`src/rtl/mem_bus_arbiter_pkg.sv`:
```
// Shared types and defaults for the IF/DM memory bus arbiter.
// Holds the FSM state enum, owner encoding and parameter defaults.
package mem_bus_arbiter_pkg;

  typedef enum logic [1:0] {
    IDLE = 2'd0,
    ADDR = 2'd1,
    WAIT = 2'd2
  } arb_state_e;

  typedef enum logic {
    OWN_IF = 1'b0,
    OWN_DM = 1'b1
  } owner_e;

  localparam int DEF_ADDR_W     = 32;
  localparam int DEF_DATA_W     = 32;
  localparam int DEF_STARVE_MAX = 4;
  localparam int DEF_TIMEOUT    = 255;

endpackage

```
`src/rtl/mem_bus_arbiter_timeout_cnt.sv`:
```
// Response timeout counter: clear, enable, terminal count.
// Ports: clk, rst, clr_i, en_i, tc_o (count equals TERM).
module arb_timeout_cnt #(
  parameter int W    = 8,
  parameter int TERM = 254
) (
  input  logic clk,
  input  logic rst,
  input  logic clr_i,
  input  logic en_i,
  output logic tc_o
);

  logic [W-1:0] cnt_q, cnt_d;

  assign tc_o = (cnt_q == W'(TERM));

  // Holds at the terminal value so it can never wrap.
  always_comb begin
    cnt_d = cnt_q;
    if (clr_i) begin
      cnt_d = '0;
    end else if (en_i && !tc_o) begin
      cnt_d = cnt_q + 1'b1;
    end
  end

  always_ff @(posedge clk or posedge rst) begin
    if (rst) begin
      cnt_q <= '0;
    end else begin
      cnt_q <= cnt_d;
    end
  end

endmodule

```
`src/rtl/mem_bus_arbiter.sv`:
```
// Shares one memory port between fetch (IF) and data (DM).
// Ports: if_* / dm_* requesters, mem_* port, arb_busy status.
module mem_bus_arbiter
  import mem_bus_arbiter_pkg::*;
#(
  parameter int ADDR_W     = DEF_ADDR_W,
  parameter int DATA_W     = DEF_DATA_W,
  parameter int STARVE_MAX = DEF_STARVE_MAX,
  parameter int TIMEOUT    = DEF_TIMEOUT
) (
  input  logic                clk,
  input  logic                rst,
  input  logic                if_req,
  input  logic [ADDR_W-1:0]   if_addr,
  output logic                if_gnt,
  output logic                if_rvalid,
  output logic [DATA_W-1:0]   if_rdata,
  output logic                if_err,
  input  logic                dm_req,
  input  logic                dm_we,
  input  logic [ADDR_W-1:0]   dm_addr,
  input  logic [DATA_W-1:0]   dm_wdata,
  input  logic [DATA_W/8-1:0] dm_wstrb,
  output logic                dm_gnt,
  output logic                dm_rvalid,
  output logic [DATA_W-1:0]   dm_rdata,
  output logic                dm_err,
  output logic                mem_req,
  output logic                mem_we,
  output logic [ADDR_W-1:0]   mem_addr,
  output logic [DATA_W-1:0]   mem_wdata,
  output logic [DATA_W/8-1:0] mem_wstrb,
  input  logic                mem_gnt,
  input  logic                mem_rvalid,
  input  logic [DATA_W-1:0]   mem_rdata,
  output logic                arb_busy
);

  localparam int SW = $clog2(STARVE_MAX + 1);
  localparam int CW = $clog2(TIMEOUT + 1);
  localparam int BW = DATA_W / 8;

  arb_state_e    state_q;
  owner_e        owner_q;
  logic [SW-1:0] streak_q, streak_d;
  logic          mem_req_q;
  logic          mem_we_q;
  logic [ADDR_W-1:0] addr_q;
  logic [DATA_W-1:0] wdata_q;
  logic [BW-1:0]     wstrb_q;

  logic idle, starved, if_win, dm_win;
  logic in_wait, to_tc, rsp_ok, rsp_to, rsp;
  logic [DATA_W-1:0] rsp_data;

  // Grants are combinational, so gate them off while in reset.
  assign idle    = (state_q == IDLE) && !rst;
  assign starved = (streak_q >= SW'(STARVE_MAX));
  assign if_win  = if_req && (!dm_req || starved);
  assign dm_win  = dm_req && !if_win;
  assign if_gnt  = idle && if_win;
  assign dm_gnt  = idle && dm_win;

  always_comb begin
    streak_d = streak_q;
    if (dm_gnt) begin
      streak_d = starved ? streak_q : streak_q + 1'b1;
    end else if (if_gnt) begin
      streak_d = '0;
    end
  end

  assign in_wait = (state_q == WAIT);

  arb_timeout_cnt #(
    .W    (CW),
    .TERM (TIMEOUT - 1)
  ) u_to (
    .clk   (clk),
    .rst   (rst),
    .clr_i (!in_wait),
    .en_i  (in_wait),
    .tc_o  (to_tc)
  );

  // A real response beats a timeout landing on the same cycle.
  assign rsp_ok   = in_wait && mem_rvalid;
  assign rsp_to   = in_wait && !mem_rvalid && to_tc;
  assign rsp      = rsp_ok || rsp_to;
  assign rsp_data = rsp_ok ? mem_rdata : '0;

  assign if_rvalid = rsp && (owner_q == OWN_IF);
  assign dm_rvalid = rsp && (owner_q == OWN_DM);
  assign if_rdata  = if_rvalid ? rsp_data : '0;
  assign dm_rdata  = dm_rvalid ? rsp_data : '0;
  assign if_err    = if_rvalid && rsp_to;
  assign dm_err    = dm_rvalid && rsp_to;

  assign mem_req   = mem_req_q;
  assign mem_we    = mem_we_q;
  assign mem_addr  = addr_q;
  assign mem_wdata = wdata_q;
  assign mem_wstrb = wstrb_q;
  assign arb_busy  = (state_q != IDLE);

  always_ff @(posedge clk or posedge rst) begin
    if (rst) begin
      state_q   <= IDLE;
      owner_q   <= OWN_IF;
      streak_q  <= '0;
      mem_req_q <= 1'b0;
      mem_we_q  <= 1'b0;
      addr_q    <= '0;
      wdata_q   <= '0;
      wstrb_q   <= '0;
    end else begin
      streak_q <= streak_d;
      unique case (state_q)
        IDLE: begin
          if (if_gnt || dm_gnt) begin
            state_q   <= ADDR;
            mem_req_q <= 1'b1;
            owner_q   <= dm_gnt ? OWN_DM : OWN_IF;
            mem_we_q  <= dm_gnt && dm_we;
            addr_q    <= dm_gnt ? dm_addr : if_addr;
            wdata_q   <= dm_gnt ? dm_wdata : '0;
            wstrb_q   <= dm_gnt ? dm_wstrb : '0;
          end
        end
        ADDR: begin
          if (mem_gnt) begin
            mem_req_q <= 1'b0;
            state_q   <= WAIT;
          end
        end
        WAIT: begin
          if (rsp) begin
            state_q <= IDLE;
          end
        end
        default: begin
          state_q   <= IDLE;
          mem_req_q <= 1'b0;
        end
      endcase
    end
  end

endmodule

```
`config.mk`:
```
export PLATFORM = sky130hd
export DESIGN_NAME = mem_bus_arbiter
export DESIGN_NICKNAME = d
export VERILOG_FILES = /design/src/rtl/mem_bus_arbiter_pkg.sv /design/src/rtl/mem_bus_arbiter_timeout_cnt.sv /design/src/rtl/mem_bus_arbiter.sv
export SDC_FILE = /design/constraint.sdc
export NUM_CORES = 1
export LEC_CHECK = 0
export ABC_AREA = 1
export BUFFER_PORTS_ARGS = -buffer_cell sky130_fd_sc_hd__buf_2
export CAP_MARGIN = 10
export CORE_ASPECT_RATIO = 1.5
export CORE_MARGIN = 5
export CORE_UTILIZATION = 29
export CTS_CLUSTER_DIAMETER = 40
export DETAILED_ROUTE_END_ITERATION = 12
export PLACE_DENSITY_LB_ADDON = 0.3
export SLEW_MARGIN = 20
export SYNTH_ARGS = -nofsm -noshare
export SYNTH_HDL_FRONTEND = slang
export SYNTH_SLANG_ARGS = --single-unit
```
`constraint.sdc`:
```
create_clock -name clk -period 3.2 [get_ports clk]
set_input_delay 0.48 -clock clk [delete_from_list [all_inputs] [get_ports clk]]
set_output_delay 0.48 -clock clk [all_outputs]
set_load 0.01 [all_outputs]
```
== Word-level counts from Yosys, hierarchy flattened ==
Index checks and enable logic that the tools add are counted.
Storage, ports and cells
  flip-flop bits (word level): 84
  input port bits: 139
  output and inout bits: 141
  word-level logic and storage cells: 70
Operators by class
  $add $sub $neg: 2
  magnitude comparators: 1
  eq/ne operators: 8
  muxes and demuxes: 19
  bitwise gates (word level): 2
  reductions and logical operators: 29
Operator list (number)
  32-bit two-way mux: 5
  8-bit two-way mux: 2
  1-bit logical AND: 14
  3-bit two-way mux: 3
  8-bit by 1-bit adder with 8-bit output (second input constant): 1
  8-bit == test (second input constant): 1
  2-bit two-way mux: 3
  2-bit by 1-bit != test with 1-bit output (second input constant): 3
  2-bit case mux with 3 select lines: 1
  3-bit AND reduction: 2
  1-bit logical NOT: 5
  4-bit two-way mux: 1
  2-bit != test (second input constant): 2
  2-bit AND reduction: 2
  2-bit nonzero test: 2
  3-bit by 1-bit adder with 3-bit output (second input constant): 1
  3-bit >= comparator (second input constant): 1
  1-bit logical OR: 3
  1-bit two-way mux: 3
  1-bit case mux with 3 select lines: 1
  2-bit by 1-bit == test with 1-bit output (second input constant): 1
  2-bit == test (second input constant): 1
  2-bit logical NOT: 1
  1-bit inverter: 2

== Longest topological paths before layout ==
  word-level depth: 9
  mapped depth: 8
  mapped depth without buffers: 8

== Cells and area by module ==
Synthesis repeated with hierarchy kept, for this count alone.
Unflattened totals
  cells, all modules: 573
  area total of the unflattened synthesis: 4304.1 um^2
Modules (own cells, without submodules)
  mem_bus_arbiter: times used 1, cells each 501, area each 3784.9 um^2, sequential area each 1901.8 um^2
  arb_timeout_cnt: times used 1, cells each 72, area each 519.2 um^2, sequential area each 200.2 um^2

== Worst setup path before layout ==
OpenSTA, ideal clock, no wires.
  path type: input to output
  start point: in rst
  end point: out if_gnt
  data arrival time: 2993 ps
  data required time: 2720 ps
  setup slack: -273 ps
  stages on the path: 4
  path buffers: 1
  path through: inv_1 -> nand3_1 -> nor2_1 -> buf_2
Between the ends
  cells in the longest elaborated chain, start to end: 3
Ends and longest elaborated chain
  start: declaration: RTL line mem_bus_arbiter.sv:12  | input logic rst,
  1-bit logical NOT (no line)
  1-bit logical AND: RTL line mem_bus_arbiter.sv:57  | assign idle = (state_q == IDLE) && !rst;
  1-bit logical AND: RTL line mem_bus_arbiter.sv:61  | assign if_gnt = idle && if_win;
  end: declaration: RTL line mem_bus_arbiter.sv:15  | output logic if_gnt,
Every way passes these cells.

== Final worst setup path ==
  start point: reg state_q[0]
  end point: out dm_rdata[13]
Between the ends
  cells in the longest elaborated chain, start to end: 6
  elaborated cells between the ends (all ways): 8
  those cells by class: 1 x eq/ne; 2 x mux; 5 x reduce/logical
Ends and longest elaborated chain
  start: declaration: RTL line mem_bus_arbiter.sv:43  | arb_state_e state_q;
  start signal: assignment: RTL line mem_bus_arbiter.sv:108  | state_q <= IDLE;
  start signal: assignment: RTL line mem_bus_arbiter.sv:121  | state_q <= ADDR;
  start signal: assignment: RTL line mem_bus_arbiter.sv:133  | state_q <= WAIT;
  2-bit == test (*): RTL line mem_bus_arbiter.sv:73  | assign in_wait = (state_q == WAIT);
  1-bit logical AND (2 in series): RTL line mem_bus_arbiter.sv:88  | assign rsp_to = in_wait && !mem_rvalid && to_tc;
  1-bit logical OR: RTL line mem_bus_arbiter.sv:89  | assign rsp = rsp_ok || rsp_to;
  1-bit logical AND: RTL line mem_bus_arbiter.sv:93  | assign dm_rvalid = rsp && (owner_q == OWN_DM);
  32-bit two-way mux (*): RTL line mem_bus_arbiter.sv:95  | assign dm_rdata = dm_rvalid ? rsp_data : '0;
  end: declaration: RTL line mem_bus_arbiter.sv:26  | output logic [DATA_W-1:0] dm_rdata,
Mark *: on every way between the ends. The rest lies on a longest branch, timed or not.

==> reports/metrics.cfg <==
[status]
outcome=finished, final reports clean

[min_path]
hold_path.class=primary input to async pin

[pwr]
power_per_cell_area_nw_per_um2=756
leakagePower_uw=0.00345
power.ir.vdd_worst_mv=0.307

[grt]
gr-usage-all-layers=0.167
grt_overflow_total=0
number_of_global_route_vias_before_repair=4464
antenna_found_initial=2
largest_net_degree_at_the_start_of_global_routing=71
grt_pass1_wl_um=22800

[floorplan]
floorplan.rows=54
chipHeight_um=159
starting_utilization_of_the_core_area=0.296
fp.dieW_um=109
floorplan.die_area_um2=17400
floorplan.io_pins=280
design.core.area_um2=14500

[route]
drt-pass1-iter-count=4
first_iter_violations=210
average_vias_per_placed_instance=4.58
totalWireLength_um=15400
remaining_drc_errors=0
dr.max_layer_used=met5
remaining_antenna_violation_count_after_routing=0
met2_length_um=8170
route.vias.total=4695
routed_wire_length_per_instance_um=15.0
route.layer.met1.wl_um=5370
dr_wl_met3_um=1560

[cells_and_area]
fillerInstances=1498
layout-area-overhead-vs-synth_pct=42.9
leading_cell_type_in_the_layout_fill_and_taps_excluded=buf_2
nets=968
most-common-layout-cells=279 x buf_2, 129 x nand2_1, 110 x nand3_1, 84 x dfrtp_1, 75 x nor2_1
antenna_cells=0
finish.utilization=0.423
drive_gt1_frac=0.402

[synthesis]
seq_area_frac_synth=0.489
synth.avg_cell_area_um2=7.69
synth_nets=702
ys.flop_type=dfrtp_1
post_synth_instance_area_um2=4300
async_reset_ff_frac=1.00
synth-edff-count=0
post_synth_cell_types=25
synth_cells=559
ys.warnings.count=0
ys_seq_elements=84

[clock_tree]
clock_tree.htree_level_count=3
cts_buffers=9
tritoncts=built
cts.repair_timing.setup_buffer_count=0
holdBufCountCts=0
worstSkewPairLatency_ns=0.33
cts.root.buffer_cell=clkbuf_16
clock_sinks=84
clk_pin_slew_ns=0.07
max-clock-path-buffers=2
cts-resized-gates=0

[timing]
final-hold-violation-count=0
grt_setup_unrepaired=no
clock.fmax_ghz=0.368
setup-tns-final_ns=0
final_min_period_over_clock_period=0.850
clock_skew_ns=0.00721
finalWorstPathRequiredPeriod_ns=2.72
worst_slew_pin_slew_ns=0.864
timing.slew.headroom=0.420
maxSlewViolCount=0
final_number_of_setup_violating_endpoints=0

[critical_path]
worst-r2r-cell-count=7
worst-setup-path-type=flip-flop to output port
timing.critical_path.fanout_max=32
startpoint_type=flip-flop
worstPathArrival_ns=2.24
worst-endpoint-required_ns=2.72
endpoint_kind=output port

[placement]
gp_routability_congestion=0.793
portBuffers=279
place.detailed.hpwl_um=11700

[run]
maxCapViolations=0

==> cell type report <==
| class | instances | area [µm²] | share of cell area |
|---|---|---|---|
| Timing Repair Buffer | 288 | 1480 | 0.241 |
| Clock inverter | 5 | 61.3 | 0.00999 |
| Sequential cell | 84 | 2100 | 0.342 |
| Clock buffer | 11 | 233 | 0.0379 |
| Tap cell | 196 | 245 | 0.0400 |
| Inverter | 61 | 233 | 0.0379 |
| Multi-Input combinational cell | 381 | 1790 | 0.291 |
==> routing by layer <==
layer,track usage,up-vias
met5,0,-
met4,0.0505,4
met3,0.0450,17
met2,0.326,218
met1,0.165,2155
li1,-,2301
==> synth_stat cells, types with 2 or more instances <==
cell | count | area (µm²)
nand2_1 | 129 | 484
nand3_1 | 110 | 551
dfrtp_1 | 84 | 2100
nor2_1 | 76 | 285
inv_1 | 56 | 210
o21ai_0 | 21 | 105
o21ai_2 | 20 | 175
buf_2 | 18 | 90.1
clkbuf_1 | 9 | 33.8
ha_1 | 4 | 50.1
inv_2 | 4 | 15.0
nand2_2 | 4 | 25.0
nand4_1 | 4 | 25.0
buf_4 | 3 | 22.5
buf_6 | 3 | 33.8
o21ai_1 | 3 | 15.0
a21oi_1 | 2 | 10.0
a31oi_1 | 2 | 12.5
==> power breakdown <==
part           internal, µW  switching (µW)  total, µW
sequential             1470             214       1680
clock                   609             428       1040
combinational           711            1210       1920
total                  2790            1850       4640
==> logic make-up after synthesis <==
kind of cell	synth area share
AND/OR/NAND/NOR	0.323
buffers and inverters	0.0952
flip-flops	0.489
AO/OA/AOI/OAI	0.0789
adder cells (fa/ha/maj)	0.0116
XOR/XNOR	0.00204
==> through the flow <==
stage	total power, µW	instance area (µm²)	hold WS (ns)	std cells	setup WS (ns)
after detailed placement	3670	5840	0.448	1010	0.829
after floorplan	2870	4300	0.491	559	0.442
final	4640	6140	0.0925	1026	0.481
after global routing	4990	6140	0.0878	1026	0.206
after CTS	4730	6140	0.0841	1026	0.452
after global placement	3640	5840	0.439	1010	0.855
==> worst max-delay path, stage by stage, from the launching register on <==
cell     delay (ns)
dfrtp_1        0.43
nor2_2         0.36
nand2_1        0.15
inv_2          0.40
nand2_1        0.14
nor2_1         0.22
buf_2          0.20
==> flip-flops by register name, summed over array words and instances (netlist names) <==
name	count
mem_addr	32
mem_req	1
mem_wdata	32
mem_we	1
mem_wstrb	4
owner_q	1
state_q	2
streak_q	3
u_to.cnt_q	8
==> path summary, 6_finish.rpt <==
| check | from | end | slack [ns] |
|---|---|---|---|
| max in group asynchronous | rst | streak_q[0]$_DFFE_PP0P_ | 1.79 |
| hold reg to reg | mem_req$_DFFE_PP0P_ | mem_req$_DFFE_PP0P_ | 0.50 |
| setup reg to reg | state_q[0]$_DFFE_PP0P_ | mem_wdata[31]$_DFFE_PP0P_ | 1.33 |
| min in group clk | dm_wdata[5] | mem_wdata[5]$_DFFE_PP0P_ | 0.35 |
| setup / recovery | state_q[0]$_DFFE_PP0P_ | dm_rdata[13] | 0.48 |
| hold / removal | rst | u_to.cnt_q[3]$_DFFE_PP0P_ | 0.09 |
Note: power is estimated with default switching activity, not from simulation.
